File: src/rtl/pll_seq_pkg.sv
// Shared state encodings and sizing helpers for the PLL lock sequencer.
// Debug readers decode state_o with these constants.
package pll_seq_pkg;

   localparam int unsigned STATE_W = 3;

   typedef enum logic [STATE_W-1:0] {
      S_PLL_RST   = 3'd0,
      S_WAIT_LOCK = 3'd1,
      S_STABLE    = 3'd2,
      S_RUN       = 3'd3,
      S_FAIL      = 3'd4
   } pll_state_e;

   function automatic int unsigned max3(input int unsigned a, input int unsigned b,
                                        input int unsigned c);
      int unsigned m;
      m = (a > b) ? a : b;
      return (m > c) ? m : c;
   endfunction

endpackage

File: src/rtl/sync_2ff.sv
// 1-bit two-flop synchroniser for asynchronous status inputs.
// Synchronous active-high reset clears both stages to 0.
module sync_2ff (
   input  logic clk_i,
   input  logic rst_i,
   input  logic d_i,
   output logic q_o
);

   logic meta_q;
   logic sync_q;

   always_ff @(posedge clk_i) begin
      if (rst_i) begin
         meta_q <= 1'b0;
         sync_q <= 1'b0;
      end else begin
         meta_q <= d_i;
         sync_q <= meta_q;
      end
   end

   assign q_o = sync_q;

endmodule

File: src/rtl/pll_lock_sequencer.sv
// Drives the clock wizard reset, qualifies its locked output and releases a
// lock-qualified active-low reset downstream; retries on timeout, fails terminally.
module pll_lock_sequencer
   import pll_seq_pkg::*;
#(
   parameter int unsigned RST_CYCLES    = 16,
   parameter int unsigned LOCK_TIMEOUT  = 100000,
   parameter int unsigned STABLE_CYCLES = 1024,
   parameter int unsigned MAX_RETRY     = 3,
   parameter int unsigned CNT_W         = 8
) (
   input  logic               sys_clk,
   input  logic               sys_rst,
   input  logic               pll_locked,
   output logic               pll_rst,
   output logic               rst_n_out,
   output logic               lock_fail,
   output logic [CNT_W-1:0]   retry_cnt,
   output logic [CNT_W-1:0]   lost_cnt,
   output logic [STATE_W-1:0] state_o
);

   localparam int unsigned CntW = $clog2(max3(RST_CYCLES, LOCK_TIMEOUT, STABLE_CYCLES)) + 1;

   localparam logic [CntW-1:0] RstLast    = CntW'(RST_CYCLES - 1);
   localparam logic [CntW-1:0] LockLast   = CntW'(LOCK_TIMEOUT - 1);
   localparam logic [CntW-1:0] StableLast = CntW'(STABLE_CYCLES - 1);

   pll_state_e       state_q, state_d;
   logic [CntW-1:0]  cnt_q, cnt_d;
   logic [CNT_W-1:0] retry_q, retry_d;
   logic [CNT_W-1:0] lost_q, lost_d;
   logic [CNT_W-1:0] retry_inc;
   logic             locked_s;

   sync_2ff u_lock_sync (
      .clk_i (sys_clk),
      .rst_i (sys_rst),
      .d_i   (pll_locked),
      .q_o   (locked_s)
   );

   always_ff @(posedge sys_clk) begin
      if (sys_rst) begin
         state_q <= S_PLL_RST;
         cnt_q   <= '0;
         retry_q <= '0;
         lost_q  <= '0;
      end else begin
         state_q <= state_d;
         cnt_q   <= cnt_d;
         retry_q <= retry_d;
         lost_q  <= lost_d;
      end
   end

   assign retry_inc = (retry_q == '1) ? retry_q : retry_q + CNT_W'(1);

   always_comb begin
      state_d = state_q;
      cnt_d   = cnt_q;
      retry_d = retry_q;
      lost_d  = lost_q;
      case (state_q)
         S_PLL_RST: begin
            if (cnt_q == RstLast) begin
               state_d = S_WAIT_LOCK;
               cnt_d   = '0;
            end else begin
               cnt_d = cnt_q + CntW'(1);
            end
         end
         S_WAIT_LOCK: begin
            if (locked_s) begin
               state_d = S_STABLE;
               cnt_d   = '0;
            end else if (cnt_q == LockLast) begin
               retry_d = retry_inc;
               cnt_d   = '0;
               state_d = (32'(retry_inc) >= MAX_RETRY) ? S_FAIL : S_PLL_RST;
            end else begin
               cnt_d = cnt_q + CntW'(1);
            end
         end
         S_STABLE: begin
            // A dropout here is a glitch, not a timeout: retry count is untouched.
            if (!locked_s) begin
               state_d = S_WAIT_LOCK;
               cnt_d   = '0;
            end else if (cnt_q == StableLast) begin
               state_d = S_RUN;
               cnt_d   = '0;
               retry_d = '0;
            end else begin
               cnt_d = cnt_q + CntW'(1);
            end
         end
         S_RUN: begin
            if (!locked_s) begin
               state_d = S_PLL_RST;
               cnt_d   = '0;
               lost_d  = (lost_q == '1) ? lost_q : lost_q + CNT_W'(1);
            end
         end
         S_FAIL: begin
            state_d = S_FAIL;
         end
         default: begin
            state_d = S_PLL_RST;
            cnt_d   = '0;
         end
      endcase
   end

   always_comb begin
      pll_rst   = (state_q == S_PLL_RST) || (state_q == S_FAIL);
      rst_n_out = (state_q == S_RUN);
      lock_fail = (state_q == S_FAIL);
      retry_cnt = retry_q;
      lost_cnt  = lost_q;
      state_o   = state_q;
   end

endmodule

File: config.mk
export PLATFORM = sky130hd
export DESIGN_NAME = pll_lock_sequencer
export DESIGN_NICKNAME = d
export VERILOG_FILES = /design/src/rtl/pll_seq_pkg.sv /design/src/rtl/sync_2ff.sv /design/src/rtl/pll_lock_sequencer.sv
export SDC_FILE = /design/constraint.sdc
export NUM_CORES = 1
export LEC_CHECK = 0
export CORE_MARGIN = 5
export CORE_UTILIZATION = 50
export DETAILED_ROUTE_END_ITERATION = 12
export GPL_TIMING_DRIVEN = 0
export HOLD_SLACK_MARGIN = 0.1
export MAX_ROUTING_LAYER = met4
export PLACE_DENSITY = 0.72
export SLEW_MARGIN = 25
export SYNTH_ARGS = -nofsm -noshare
export SYNTH_HDL_FRONTEND = slang
export SYNTH_SLANG_ARGS = --single-unit
File: constraint.sdc
create_clock -name sys_clk -period 2.7 [get_ports sys_clk]
set_input_delay 0.675 -clock sys_clk [delete_from_list [all_inputs] [get_ports sys_clk]]
set_output_delay 0.675 -clock sys_clk [all_outputs]
set_load 0.02 [all_outputs]
==> results_dict.tcl, run 1 <==
set metrics [dict create \
    hp-class "flip-flop to flip-flop" \
    synth_top_area_share 0.365 \
    ios 25 \
    rows 23 \
    initial_core_util 0.527 \
    critPathBufInv 1 \
    maxCapViolCount 0 \
    antenna_cells 0 \
    reg2reg_depth 7 \
    first_pass_iters 4 \
    top_usage_layer "met2" \
    cp.arrival_ns 2.66 \
    grt_use_met3 0.0396 \
    postLayoutCoreUtil 0.622 \
    via_count 1921 \
    drv_slew 0 \
    wl_um 4760 \
    grt_pass1_vias 1688 \
    nets 296 \
    max_stage_delay_ns 0.52 \
    portBuffers 24 \
    p_int_mw 0.917 \
    status "finished clean" \
    r2r_slack_ns 0.22 \
    slew-limit-headroom 0.478 \
    antenna_found_initial 0 \
    numPlacedInstances 333 \
    drc 0 \
    holdWs_ns 0.438 \
    fin_cells 339 \
    hold_viol_final 0 \
    gr-usage-met2 0.273 \
    min_period_ns 2.48 \
    clock_power_share 0.272 \
    leakagePower_nw 0.854 \
    crit_top_cell "nor2_1" \
    yosysSeqAreaShare 0.365 \
    finClkSkew_ns 0.00977 \
    cp.required_ns 2.88 \
    setup-tns-final_ns 0 \
    layout-drive-gt1-share 0.0830 \
    cts_root_buf "clkbuf_8" \
    reg2reg_from "cnt_q[0]" \
    pwr-share-comb 0.246 \
    first_iter_violations 178 \
    start_kind "flip-flop" \
    path_cells "ha_1 > nand4_1 > nor2_1 > a31oi_1 > o41ai_2 > buf_4 > nor2_1" \
    synthArstFlopShare 0 \
    critPathCaptureType "flip-flop" \
    grt_max_degree 11 \
    fp.dieW_um 75.4 \
    synth_seq_cells 39 \
    ant_nets 0 \
    cts.htree.levels 2 \
    holdBufCountCts 0 \
    ys_top_cells_by_area "dfxtp_1 (37%), nor2_1 (6.5%), mux2i_1 (5.2%), xnor2_1 (4.9%), nand2_1 (4.0%)" \
    grt_use_met1 0.253 \
    syn_area_per_cell_um2 8.25 \
    synth_area_um2 2140 \
    synth_commonest_cells "dfxtp_1 (39), nor2_1 (37), nand2_1 (23), nand3_1 (16), nor3_1 (14)" \
    hold_path.startpoint "u_lock_sync.meta_q" \
    syn_to_final_growth_pct 18.0 \
    switching_share 0.313 \
    yosysMostFrequentCell "dfxtp_1" \
    clkTransAtPathRegs_ns 0.07 \
    synthFlopType "dfxtp_1" \
    fin_ws_ns 0.222 \
    synth.distinct_cells 48 \
    synth_edf_count 0 \
    tritoncts "yes" \
    path_max_fanout 10 \
    postSynthCellCount 259 \
    holdPathStages 1 \
    core_um2 4060 \
    worstSkewPairLatency_ns 0.29 \
    irDropWorstVdd_v 0.000412 \
    cts-buffers-inserted 5 \
    wl_per_cell_um 14.0 \
    pwr-share-seq 0.483 \
    fmax_mhz 404 \
    cellPowerDensity_nw_per_um2 529 \
    grt_remaining_overflow 0 \
    setup.worst_path.start "cnt_q[0]" \
    power.switching_mw 0.418 \
    grt_pass1_wl_um 7900 \
    cp.depth 7 \
    pre_cts_ws_ns 0.229 \
    gp_congestion 0.928 \
    setup_violations 0 \
    yosysTopAreaCell "dfxtp_1" \
    path_class "flip-flop to flip-flop" \
    yosysWarnings 0 \
    worst_pin_slew_ns 0.778 \
    dieHeight_um 75.4 \
    fin_crit_sh 0.918 \
    rsz0062_at_grt "no" \
    hpwl_um 3440 \
    numClockSinks 39 \
    design.die.area_um2 5680 \
    critPathSlowestCell "o41ai_2" \
    crit_family "compound AO/OA/AOI/OAI gates" \
    grtUsageTotal 0.185 \
    via_per_inst 5.67 \
    synth_nets 265 \
    clockBufferDepth 2 \
]
registers in the layout, summed over array words and instances, names as in the netlist:
signal              flops
retry_cnt               8
state_o                 3
u_lock_sync.meta_q      1
u_lock_sync.q_o         1
lost_cnt                8
cnt_q                  18
what timing repair did:
item / 4_1_cts / 5_1_grt
pin swaps: 0 / 0
endpoints found under the hold margin: 0 / 0
setup endpoints to repair: 1 / 3
resized for setup: 1 / 2
setup buffers: 0 / 0
worst reg2reg max path, cell delays in order (launching register included):
cell and delay, ns:
dfxtp_1 0.37, ha_1 0.21, nand4_1 0.29, nor2_1 0.39, a31oi_1 0.28, o41ai_2 0.52, buf_4 0.25, nor2_1 0.06
power groups by stage:
| stage | clock network [mW] | logic [mW] | registers (mW) |
|---|---|---|---|
| 3_5_place_dp | 0 | 0.322 | 0.658 |
| 3_3_place_gp | 0 | 0.319 | 0.656 |
| 4_1_cts | 0.374 | 0.322 | 0.645 |
| 5_1_grt | 0.399 | 0.358 | 0.653 |
| 2_1_floorplan | 0 | 0.210 | 0.664 |
| 6_report | 0.363 | 0.328 | 0.644 |
placed cells by master (no fill, tap or decap), types with 4 or more instances in the layout:
cell type / count
nand2_1: 23
clkbuf_8: 5
o21ai_0: 6
xor2_1: 6
xnor2_1: 12
mux2i_1: 11
nor2b_1: 4
clkbuf_1: 4
nand3_1: 16
dfxtp_1: 38
or3_1: 6
inv_1: 8
nor4_1: 8
a21oi_1: 8
clkdlybuf4s50_1: 23
nor3_1: 14
nor2_1: 37
and3_1: 4
nand4_1: 7
path summary, 6_finish.rpt:
path	end
max	cnt_q[3]
max reg2reg	cnt_q[3]
min reg2reg	u_lock_sync.q_o
min	u_lock_sync.q_o
metal layers:
layer	vias to the layer above	wire, um	part of all wire
met5	-	0	0
met4	0	55	0.012
met3	4	191	0.040
met2	38	2150	0.45
met1	878	2360	0.50
li1	1001	-	-
through the flow:
step                      cell area [um^2]  power (mW)
after global placement                2440       0.975
after global routing                  2520        1.41
after floorplan                       2140       0.874
final                                 2520        1.34
after detailed placement              2440       0.980
after CTS                             2510        1.34
area by class of cell:
cell class | instances | area (um^2)
repair buffers | 24 | 243
fillers | 350 | 1540
flip-flops and latches | 39 | 782
clock buffers | 6 | 72.6
well taps | 50 | 62.6
multi-input cells | 206 | 1310
inverters | 9 | 33.8
plain buffers | 5 | 23.8
kinds of logic (layout without fill, tap and decap cells):
family	after synthesis	count (layout)	synth area share
AOI/OAI and AO/OA	36	36	0.121
xor gates and xnor gates	18	18	0.0738
adders and majority gates	3	3	0.0176
buffers and inverters	14	44	0.0269
DFF	39	39	0.365
muxes	11	11	0.0515
and+or+nand+nor	138	138	0.344
(Power assumes the default switching activity.)
==> inputs of run 2 (changes only) <==
--- a/config.mk
+++ b/config.mk
@@ -7,6 +7,7 @@
 export LEC_CHECK = 0
 export CORE_MARGIN = 5
 export CORE_UTILIZATION = 50
+export CTS_BUF_LIST = sky130_fd_sc_hd__clkbuf_4 sky130_fd_sc_hd__clkbuf_8
 export DETAILED_ROUTE_END_ITERATION = 12
 export GPL_TIMING_DRIVEN = 0
 export HOLD_SLACK_MARGIN = 0.1
==> run 2 against run 1 <==
Net effect: wire length down 1.1%; die area unchanged; clock power up 3%; maximum frequency up 0.25%; final cell count unchanged; global-route usage down 0.056 points; power up 0.72%; via count down 0.21%; largest cell class unchanged; highest routed layer unchanged.
==> results_dict.tcl, run 2 (same netlist as run 1, synthesis figures left out) <==
set metrics [dict create \
    numClockSinks 39 \
    hp-class "flip-flop to flip-flop" \
    path_max_fanout 10 \
    reg2reg_depth 7 \
    clock_power_share 0.277 \
    drv_slew 0 \
    cp.required_ns 2.88 \
    pre_cts_ws_ns 0.229 \
    first_pass_iters 4 \
    fin_crit_sh 0.916 \
    grt_pass1_wl_um 7880 \
    cts_root_buf "clkbuf_8" \
    regMostFlops "cnt_q" \
    power.switching_mw 0.417 \
    dieHeight_um 75.4 \
    grtUsageTotal 0.184 \
    grt_pass1_vias 1677 \
    r2r-end "cnt_q[3]" \
    clockBufferDepth 2 \
    numPlacedInstances 333 \
    worst_pin_slew_ns 0.774 \
    layout_commonest_cell "dfxtp_1" \
    syn_to_final_growth_pct 18.2 \
    cts_setup_buffers 0 \
    worstSkewPairLatency_ns 0.29 \
    initial_core_util 0.527 \
    met1_length_um 2380 \
    setup_violations 0 \
    final_cell_mix "dfxtp_1 (38), nor2_1 (37), nand2_1 (23), clkdlybuf4s50_1 (23), nand3_1 (16)" \
    first_iter_violations 153 \
    slew-limit-headroom 0.480 \
    hold_path.startpoint "u_lock_sync.meta_q" \
    wl_met2_um 2100 \
    portBuffers 24 \
    holdBufCountCts 0 \
    cts-buffers-inserted 5 \
    r2r_slack_ns 0.23 \
    reg2reg_from "cnt_q[0]" \
    postLayoutCoreUtil 0.623 \
    fp.dieW_um 75.4 \
    cp.arrival_ns 2.65 \
    rows 23 \
    grt_remaining_overflow 0 \
    nets 296 \
    fmax_mhz 405 \
    switching_share 0.310 \
    hpwl_um 3440 \
    finalPower_mw 1.34 \
    finClkSkew_ns 0.0121 \
    layout-drive-gt1-share 0.0865 \
    pwr-share-seq 0.479 \
    irDropWorstVdd_v 0.000411 \
    nFillCells 351 \
    maxCapViolCount 0 \
    routed-wl-met3_um 171 \
    setup-tns-final_ns 0 \
    whs_endpoint "u_lock_sync.q_o" \
    multi_input_area_um2 1310 \
    wl_um 4710 \
    core_um2 4060 \
    drc 0 \
    start_kind "flip-flop" \
    ant_nets 0 \
    top_layer "met4" \
    grt_max_degree 11 \
    antenna_cells 0 \
    fin_cells 339 \
    gp_congestion 0.928 \
    design.die.area_um2 5680 \
    critPathCaptureType "flip-flop" \
    holdPathStages 1 \
    pwr-share-comb 0.243 \
    via_per_inst 5.65 \
    wl_per_cell_um 13.9 \
    leakagePower_nw 0.857 \
    hold_viol_final 0 \
    min_period_ns 2.47 \
    rsz0062_at_grt "no" \
    path_class "flip-flop to flip-flop" \
    cellPowerDensity_nw_per_um2 532 \
    clkTransAtPathRegs_ns 0.07 \
    ios 25 \
    p_int_mw 0.927 \
    status "finished clean" \
    tritoncts "yes" \
    seqCellArea_um2 782 \
    largest_reg_flops 18 \
    fin_ws_ns 0.228 \
    cts.htree.levels 2 \
    via_count 1917 \
    antenna_found_initial 0 \
]
run 2: metrics by stage:
stage / hold WS (ns) / area [um^2]
4_1_cts: 0.444 / 2520
3_3_place_gp: 0.419 / 2440
3_5_place_dp: 0.428 / 2440
2_1_floorplan: 0.414 / 2140
6_report: 0.438 / 2530
5_1_grt: 0.467 / 2530
run 2: per-layer routing:
layer | global-route usage | vias up
li1 | - | 1003
met1 | 0.251 | 879
met2 | 0.273 | 31
met3 | 0.0396 | 4
met4 | 0.0583 | 0
met5 | - | -
run 2: cell type report:
class                   count  area share
well taps                  50      0.0248
multi-input cells         206       0.517
plain buffers               5     0.00941
inverters                   9      0.0134
repair buffers             24      0.0961
clock buffers               6      0.0302
flip-flops and latches     39       0.310
run 2: critical path: stages (launching register included):
cell	delay (ns)
dfxtp_1	0.37
ha_1	0.21
nand4_1	0.29
nor2_1	0.39
a31oi_1	0.28
o41ai_2	0.52
buf_4	0.25
nor2_1	0.06
run 2: worst max-delay path by stage:
| stage | endpoint | depth (start not counted) | slack (ns) | from |
|---|---|---|---|---|
| after detailed placement | cnt_q[16] | 6 | 0.23 | cnt_q[0] |
| after global placement | cnt_q[16] | 6 | 0.22 | cnt_q[0] |
| final | cnt_q[3] | 7 | 0.23 | cnt_q[0] |
| after CTS | lock_fail | 3 | 0.04 | state_o[0] |
| after floorplan | cnt_q[4] | 7 | 0.69 | cnt_q[0] |
| after global routing | cnt_q[12] | 7 | 0.007 | cnt_q[0] |
run 2: what timing repair did:
item	4_1_cts	5_1_grt
pin swaps	0	0
resized for setup	1	2
gates cloned	0	0
setup endpoints to repair	1	3
run 2: power by group through the flow:
stage | sequential [mW] | combinational (mW) | clock, mW
detailed placement | 0.658 | 0.322 | 0
floorplan | 0.664 | 0.210 | 0
global route | 0.653 | 0.358 | 0.406
CTS | 0.645 | 0.322 | 0.382
global placement | 0.656 | 0.319 | 0
finish | 0.645 | 0.327 | 0.373
